[src/rtl/msh_rd_rsp.sv]
// Mesh-node read responder: accepts in-order read requests, issues bank reads and
// queues {tag, data} responses in a credit-protected FIFO drained under valid/ready.
`timescale 1ns/1ps

module msh_rd_rsp #(
    parameter int NUM_BANKS  = 4,
    parameter int ADDR_W     = 12,
    parameter int DATA_W     = 64,
    parameter int TAG_W      = 6,
    parameter int MEM_RD_LAT = 2,
    parameter int RSP_DEPTH  = 8,
    localparam int BANK_W    = (NUM_BANKS > 1) ? $clog2(NUM_BANKS) : 1,
    localparam int CNT_W     = $clog2(RSP_DEPTH + 1)
) (
    input  logic              mclk,
    input  logic              mrst,
    input  logic              rd_req_vld,
    output logic              rd_req_rdy,
    input  logic [BANK_W-1:0] rd_req_bank,
    input  logic [ADDR_W-1:0] rd_req_addr,
    input  logic [TAG_W-1:0]  rd_req_tag,
    output logic              mem_rd_en,
    output logic [BANK_W-1:0] mem_rd_bank,
    output logic [ADDR_W-1:0] mem_rd_addr,
    input  logic [DATA_W-1:0] mem_rd_data,
    output logic              rsp_vld,
    input  logic              rsp_rdy,
    output logic [TAG_W-1:0]  rsp_tag,
    output logic [DATA_W-1:0] rsp_data,
    output logic [CNT_W-1:0]  inflight_cnt
);

    localparam int PTR_W = $clog2(RSP_DEPTH);
    localparam logic [CNT_W-1:0] DEPTH_CNT = CNT_W'(RSP_DEPTH);

    logic                              mrst_q, mrst_d;
    logic [MEM_RD_LAT:0]               pipe_vld_q, pipe_vld_d;
    logic [MEM_RD_LAT:0][TAG_W-1:0]    pipe_tag_q, pipe_tag_d;
    logic [BANK_W-1:0]                 rd_bank_q, rd_bank_d;
    logic [ADDR_W-1:0]                 rd_addr_q, rd_addr_d;
    logic [PTR_W:0]                    wr_ptr_q, wr_ptr_d;
    logic [PTR_W:0]                    rd_ptr_q, rd_ptr_d;
    logic [CNT_W-1:0]                  cnt_q, cnt_d;

    logic [TAG_W-1:0]  fifo_tag_q  [RSP_DEPTH];
    logic [DATA_W-1:0] fifo_data_q [RSP_DEPTH];

    logic accept;
    logic pop;
    logic fifo_wr;
    logic fifo_empty;
    logic fifo_full;
    logic [PTR_W-1:0] wr_idx;
    logic [PTR_W-1:0] rd_idx;

    always_comb begin
        // NOTE: every signal gets a value on every path through this block, so no latches are inferred.
        mrst_d     = mrst;
        wr_idx     = wr_ptr_q[PTR_W-1:0];
        rd_idx     = rd_ptr_q[PTR_W-1:0];
        fifo_empty = (wr_ptr_q == rd_ptr_q);
        fifo_full  = (wr_ptr_q[PTR_W] != rd_ptr_q[PTR_W]) && (wr_idx == rd_idx);

        // Ready comes from registered state only; a credit is reserved at accept time.
        rd_req_rdy = !mrst_q && (cnt_q < DEPTH_CNT);
        accept     = rd_req_vld && rd_req_rdy;
        rsp_vld    = !fifo_empty;
        pop        = rsp_vld && rsp_rdy;
        fifo_wr    = pipe_vld_q[MEM_RD_LAT];

        pipe_vld_d = {pipe_vld_q[MEM_RD_LAT-1:0], accept};
        pipe_tag_d = {pipe_tag_q[MEM_RD_LAT-1:0], rd_req_tag};
        rd_bank_d  = accept ? rd_req_bank : rd_bank_q;
        rd_addr_d  = accept ? rd_req_addr : rd_addr_q;

        wr_ptr_d = wr_ptr_q + {{PTR_W{1'b0}}, fifo_wr};
        rd_ptr_d = rd_ptr_q + {{PTR_W{1'b0}}, pop};

        cnt_d = cnt_q;
        case ({accept, pop})
            2'b10:   cnt_d = cnt_q + CNT_W'(1);
            2'b01:   cnt_d = cnt_q - CNT_W'(1);
            default: cnt_d = cnt_q;
        endcase
    end

    always_comb begin
        mem_rd_en    = pipe_vld_q[0];
        mem_rd_bank  = rd_bank_q;
        mem_rd_addr  = rd_addr_q;
        inflight_cnt = cnt_q;
        rsp_tag      = rsp_vld ? fifo_tag_q[rd_idx]  : '0;
        rsp_data     = rsp_vld ? fifo_data_q[rd_idx] : '0;
    end

    always_ff @(posedge mclk) begin
        // NOTE: sequential state uses non-blocking assignments so every flop samples pre-edge values.
        mrst_q <= mrst_d;
        if (mrst) begin
            pipe_vld_q <= '0;
            pipe_tag_q <= '0;
            rd_bank_q  <= '0;
            rd_addr_q  <= '0;
            wr_ptr_q   <= '0;
            rd_ptr_q   <= '0;
            cnt_q      <= '0;
        end else begin
            pipe_vld_q <= pipe_vld_d;
            pipe_tag_q <= pipe_tag_d;
            rd_bank_q  <= rd_bank_d;
            rd_addr_q  <= rd_addr_d;
            wr_ptr_q   <= wr_ptr_d;
            rd_ptr_q   <= rd_ptr_d;
            cnt_q      <= cnt_d;
        end
    end

    // NOTE: the storage array is not reset; the pointers alone decide what is visible.
    always_ff @(posedge mclk) begin
        if (!mrst && fifo_wr) begin
            fifo_tag_q[wr_idx]  <= pipe_tag_q[MEM_RD_LAT];
            fifo_data_q[wr_idx] <= mem_rd_data;
        end
    end

    a_cnt_bound: assert property (@(posedge mclk) disable iff (mrst) cnt_q <= DEPTH_CNT);
    a_no_ovf:    assert property (@(posedge mclk) disable iff (mrst) !(fifo_wr && fifo_full));
    a_no_udf:    assert property (@(posedge mclk) disable iff (mrst) !(pop && fifo_empty));
    a_bank_ok:   assert property (@(posedge mclk) disable iff (mrst)
                                  accept |-> (32'(rd_req_bank) < NUM_BANKS));

endmodule

[config.mk]
export PLATFORM = sky130hd
export DESIGN_NAME = msh_rd_rsp
export DESIGN_NICKNAME = d
export VERILOG_FILES = /design/src/rtl/msh_rd_rsp.sv
export SDC_FILE = /design/constraint.sdc
export NUM_CORES = 1
export LEC_CHECK = 0
export CAP_MARGIN = 0
export CORE_ASPECT_RATIO = 1.5
export CORE_MARGIN = 4
export CORE_UTILIZATION = 40
export CTS_CLUSTER_SIZE = 20
export DETAILED_ROUTE_END_ITERATION = 8
export GPL_TIMING_DRIVEN = 0
export SETUP_SLACK_MARGIN = 0.05
export SYNTH_ARGS = -nofsm -noshare
export SYNTH_HDL_FRONTEND = slang
export SYNTH_SLANG_ARGS = --single-unit
[constraint.sdc]
create_clock -name mclk -period 11.5 [get_ports mclk]
set_input_delay 1.725 -clock mclk [delete_from_list [all_inputs] [get_ports mclk]]
set_output_delay 1.725 -clock mclk [all_outputs]
set_load 0.01 [all_outputs]
==> impl_metrics.yaml, run 1 <==
place:
  placed_cells_incl_taps: 2050
  place_area_sq_um: 26400
  gp_congestion: 0.727
  hpwl_mm: 33.4
  numPortBuffers: 178
  place_ws_ns: 5.92
floorplanning:
  die-area_sq_um: 61400
  ios: 179
  die-width_um: 204
  start_util: 0.404
  die_y_um: 302
  rows: 107
  coreArea_sq_um: 56900
critical_path:
  start_kind: "register"
  cp.required_ns: 9.78
  crit_fanout: 10
  path_cells: "clkbuf_1, xor2_1, nor4_4, buf_6, buf_6, nor2_1, clkdlybuf4s50_1"
  cp_common_cell: "buf_6"
  cpLargestDelayFamily: "buffers and inverters"
  crit_path_max_incr_delay_ns: 0.71
  critPathBufInv: 4
  worstSetupPathType: "reg -> out"
  critPathArrivalTime_ns: 3.58
  crit_start: "rd_ptr_q[2]"
  end_kind: "primary output"
  slowest_stage: "clkbuf_1"
  r2r-start: "rd_ptr_q[2]"
  ff2ff_setup_slack_ns: 7.76
route:
  vias: 10964
  drc: 0
  via_per_inst: 5.09
  drt-pass1-iter-count: 4
  postRouteAntennaNets: 0
  drtIter0Drc: 650
  drt-total-wl_mm: 50.9
  wl_per_cell_um: 23.6
synthesis:
  synthArstFlopShare: 0
  yosys_warnings: 0
  avgSynthCellArea_sq_um: 21.4
  synth_flop_cell: "edfxtp_1"
  syn_nets: 1167
  synth-seq-cells: 608
  yosysTopAreaCell: "edfxtp_1"
  ys_seq_area_frac: 0.774
  synth_area_leaders: "edfxtp_1 73%, mux4_2 14%, dfxtp_1 4.2%"
  synth_top_area_frac: 0.732
  synth_edf_count: 560
  syn_inst: 1072
  synth.cell_area_sq_um: 23000
  synth_cell_types: 31
layout:
  finalNetCount: 1439
  area_growth_pct: 22.5
  fin_cells: 2154
  final_area_sq_um: 28200
  layout-drive-gt1-share: 0.223
worst_hold_path:
  hp-class: "reg -> reg"
  min_from: "pipe_vld_q[1]"
pwr:
  leakage_nw: 8.74
  p_comb_frac: 0.040
  total_switching_power_uw: 863
  ir_worst_vdd_v: 0.000121
  finalPower_mw: 4.40
  sw_frac_of_total: 0.196
  p_per_area_nw_per_um2: 156
  p_seq_frac: 0.551
  clkPwrFrac: 0.408
  intPower_mw: 3.53
sta:
  relSlewSlack: 0.363
  setup_viol_count_final: 0
  layout_setup_ws_ns: 6.19
  rsz0062_at_grt: "no"
  timing.fmax_mhz: 188
  fin_crit_sh: 0.462
  tightestPinTransition_ns: 0.950
  min_period_ns: 5.31
  hold_violations: 0
  finalClockSkew_ns: 0.0115
  drv_slew: 0
clock_tree:
  clkSinkCount: 608
  path_clk_slew_ns: 0.06
  h-tree-depth: 2
  post_cts.resized_instances: 0
  cts_root_buf: "clkbuf_16"
  max-clock-path-buffers: 3
  cts_tree: "yes"
  cts_buffers: 55
  cts_setup_buffers: 0
  clkLatencyLatePin_ns: 0.59
  hold_buffers: 0
global_routing:
  overflow: 0
  grt_usage: 0.166
  antenna_found_initial: 2
  grt_start_max_net_pins: 25
  grt_pass1_vias: 11981
  grt_pass1_wl_mm: 76.5
run:
  maxCapViolCount: 0
run_status:
  outcome: "finished, final reports clean"
placed cells by master, fill, tap and decap left out, types with 2 or more instances in the layout:
| cell type | count |
|---|---|
| buf_4 | 11 |
| mux4_2 | 140 |
| nor2_1 | 79 |
| xnor2_1 | 2 |
| mux2i_1 | 71 |
| clkinv_1 | 10 |
| edfxtp_1 | 560 |
| nand2_1 | 30 |
| nor3_2 | 2 |
| buf_16 | 3 |
| diode_2 | 2 |
| nor2_4 | 6 |
| clkbuf_8 | 3 |
| clkinvlp_4 | 2 |
| clkinv_2 | 12 |
| buf_6 | 22 |
| buf_8 | 3 |
| nand2b_1 | 2 |
| xor2_1 | 9 |
| clkbuf_16 | 56 |
| dfxtp_1 | 48 |
| nand3_1 | 2 |
| bufinv_16 | 5 |
| clkdlybuf4s50_1 | 178 |
| nor2b_1 | 27 |
| buf_12 | 15 |
| ha_1 | 7 |
| clkbuf_1 | 26 |
| buf_1 | 2 |
| a21oi_1 | 16 |
| buf_2 | 24 |
| o21ai_0 | 3 |
worst paths after layout:
path | endpoint | depth (start not counted)
worst max-delay path | rsp_data[49] | 7
worst min-delay path | pipe_vld_q[2] | 1
worst max register to register | inflight_cnt[3] | 10
worst min register to register | pipe_vld_q[2] | 1
final cells by class:
| class | instances | area (sq um) |
|---|---|---|
| sequential | 608 | 17800 |
| clock buffer | 71 | 1490 |
| tap | 763 | 955 |
| multi-input combinational | 405 | 4920 |
| buffer | 57 | 334 |
| fill | 4639 | 28700 |
| inverter | 2 | 7.51 |
| clock inverter | 31 | 288 |
| antenna | 2 | 5.00 |
| timing repair buffer | 215 | 2390 |
through the flow:
stage          hold slack (ns)  TNS, ns   util
2_1_floorplan            0.414        0      -
3_3_place_gp             0.422  -287.22  0.452
3_5_place_dp             0.426        0  0.464
4_1_cts                  0.441        0  0.495
5_1_grt                  0.455        0  0.495
6_report                 0.438        0  0.495
metal layers:
metal,vias to the layer above,GRT usage,wire (um)
met5,-,0,20
met4,2,0.0357,909
met3,67,0.0286,2220
met2,223,0.296,26800
met1,5795,0.215,20900
li1,4877,-,-
power by group through the flow:
stage | sequential, mW | combinational, mW | clock, mW
6_report | 2.42 | 0.177 | 1.80
5_1_grt | 2.42 | 0.193 | 1.94
4_1_cts | 2.42 | 0.182 | 1.85
3_5_place_dp | 2.47 | 0.181 | 0
3_3_place_gp | 2.47 | 0.176 | 0
2_1_floorplan | 2.47 | 0.0762 | 0
flip-flops by register name, indices dropped and copies added, names as in the netlist:
signal,count
mem_rd_bank,2
wr_ptr_q,4
pipe_tag_d,12
mem_rd_addr,12
mrst_q,1
fifo_tag_q,48
rd_ptr_q,4
pipe_tag_q,6
pipe_vld_q,3
inflight_cnt,4
fifo_data_q,512
Yosys cell counts (all sizes together) (3+ instances only):
cell      n
edfxtp  560
a21oi    16
xor2      9
nor2b    27
dfxtp    48
o21ai     3
buf      43
nor2     85
ha        7
mux4    140
mux2i    71
clkbuf   14
nand2    30
logic make-up (layout without fill, tap and decap cells):
family	after synthesis	after routing	synth area share
flip-flops	608	608	0.774
multiplexers	212	212	0.169
AND/OR/NAND/NOR	155	155	0.0305
buffers and inverters	59	376	0.0149
AO/OA/AOI/OAI	20	20	0.00446
XOR/XNOR	11	11	0.00419
adder cells (fa/ha/maj)	7	7	0.00381
other	0	2	0
(Power assumes the default switching activity.)
==> inputs of run 2 (changes only) <==
clock period = 5.4 ns   (was 11.5 ns; I/O delays follow)
==> impl_metrics.yaml, run 2 (synthesized netlist as in run 1, its figures left out) <==
run_status:
  outcome: "finished, final reports clean"
layout:
  final_cell_mix: "560 x edfxtp_1, 178 x clkdlybuf4s50_1, 140 x mux4_2, 79 x nor2_1, 71 x mux2i_1"
  area_growth_pct: 23.3
  top_register: "fifo_data_q"
  largest_register_ffs: 512
  final_area_sq_um: 28300
  top_regs: "fifo_data_q: 512 flops, fifo_tag_q: 48 flops"
  final_common_cell: "edfxtp_1"
  layout-drive-gt1-share: 0.220
  finalNetCount: 1432
  fin_cells: 2148
  nFillCells: 4644
sta:
  min_period_ns: 4.43
  setup_viol_count_final: 0
  tightestPinTransition_ns: 0.923
  rsz0062_at_grt: "no"
  layout_setup_ws_ns: 0.969
  timing.fmax_mhz: 226
  finalClockSkew_ns: 0.0217
  drv_slew: 0
  relSlewSlack: 0.380
  timing.hold.ws_ns: 0.434
  hold_violations: 0
  fin_crit_sh: 0.820
clock_tree:
  cts_setup_buffers: 0
  clkSinkCount: 608
  post_cts.resized_instances: 0
  cts_buffers: 55
  cts_root_buf: "clkbuf_16"
  cts_tree: "yes"
  hold_buffers: 0
  path_clk_slew_ns: 0.06
  h-tree-depth: 2
  max-clock-path-buffers: 3
  clkLatencyLatePin_ns: 0.60
global_routing:
  overflow: 0
  grt_pass1_vias: 11937
  antenna_found_initial: 6
  grt_start_max_net_pins: 26
  grt_pass1_wl_mm: 76.9
  grt_usage: 0.168
pwr:
  finalPower_mw: 9.64
  p_per_area_nw_per_um2: 340
  ir_worst_vdd_v: 0.000226
  leakage_nw: 8.77
route:
  postRouteAntennaNets: 0
  vias: 10998
  drt-pass1-iter-count: 4
  drt-total-wl_mm: 51.3
  via_per_inst: 5.12
  wl_per_cell_um: 23.9
  drtIter0Drc: 601
  drc: 0
critical_path:
  cp_common_cell: "buf_6"
  cp.required_ns: 4.59
  slowest_stage: "nor4_4"
  critPathArrivalTime_ns: 3.62
  start_kind: "register"
  crit_path_max_incr_delay_ns: 0.75
  ff2ff_setup_slack_ns: 1.59
  critPathBufInv: 4
  worstSetupPathType: "reg -> out"
  crit_fanout: 10
  cpLargestDelayFamily: "buffers and inverters"
  end_kind: "primary output"
  path_cells: "clkbuf_1, xor2_1, nor4_4, buf_6, buf_6, nor2_1, clkdlybuf4s50_1"
worst_hold_path:
  hp-class: "reg -> reg"
place:
  gp_congestion: 0.698
  place_ws_ns: 1.39
  place_area_sq_um: 26400
  numPortBuffers: 178
  hpwl_mm: 32.8
  placed_cells_incl_taps: 2043
floorplanning:
  die_y_um: 302
  die-area_sq_um: 61400
  die-width_um: 204
  start_util: 0.404
  rows: 107
  ios: 179
  coreArea_sq_um: 56900
run:
  maxCapViolCount: 0
[run 2: cell count changes in the layout (fill, tap and decap cells not counted), sizes merged]
cell / delta
buf: -7
bufinv: +5
clkbuf: -3
clkinv: -2
clkinvlp: +1
[run 2: worst paths after layout]
path              cells after the start     startpoint              end
setup / recovery                      7    rd_ptr_q[2]     rsp_data[46]
hold / removal                        1  pipe_tag_d[8]   pipe_tag_d[14]
setup reg to reg                     10    rd_ptr_q[2]  inflight_cnt[3]
hold reg to reg                       1  pipe_tag_d[8]   pipe_tag_d[14]
[run 2: cell type report]
class,instances,area (sq um),area share
Antenna cell,2,5.00,0.000177
Buffer,57,334,0.0118
Clock buffer,68,1480,0.0521
Clock inverter,35,435,0.0154
Inverter,2,7.51,0.000265
Multi-Input combinational cell,405,4930,0.174
Sequential cell,608,17800,0.627
Tap cell,763,955,0.0337
Timing Repair Buffer,208,2410,0.0852
[run 2: stage by stage]
stage,utilization,TNS [ns]
4_1_cts,0.498,0
2_1_floorplan,-,0
6_report,0.498,0
3_3_place_gp,0.452,-1775.03
3_5_place_dp,0.464,0
5_1_grt,0.498,0
[run 2: power breakdown]
group,total [mW],internal (mW),switching [mW]
registers,5.16,5.15,0.0106
logic,0.379,0.196,0.183
clock network,4.10,2.42,1.68
total,9.64,7.76,1.88
[run 2: metal layers]
metal	routed length, um	GRT usage	vias up
met4	984	0.0418	8
met3	2490	0.0310	76
met5	54	0	-
met1	20600	0.214	5796
met2	27200	0.298	238
li1	-	-	4880
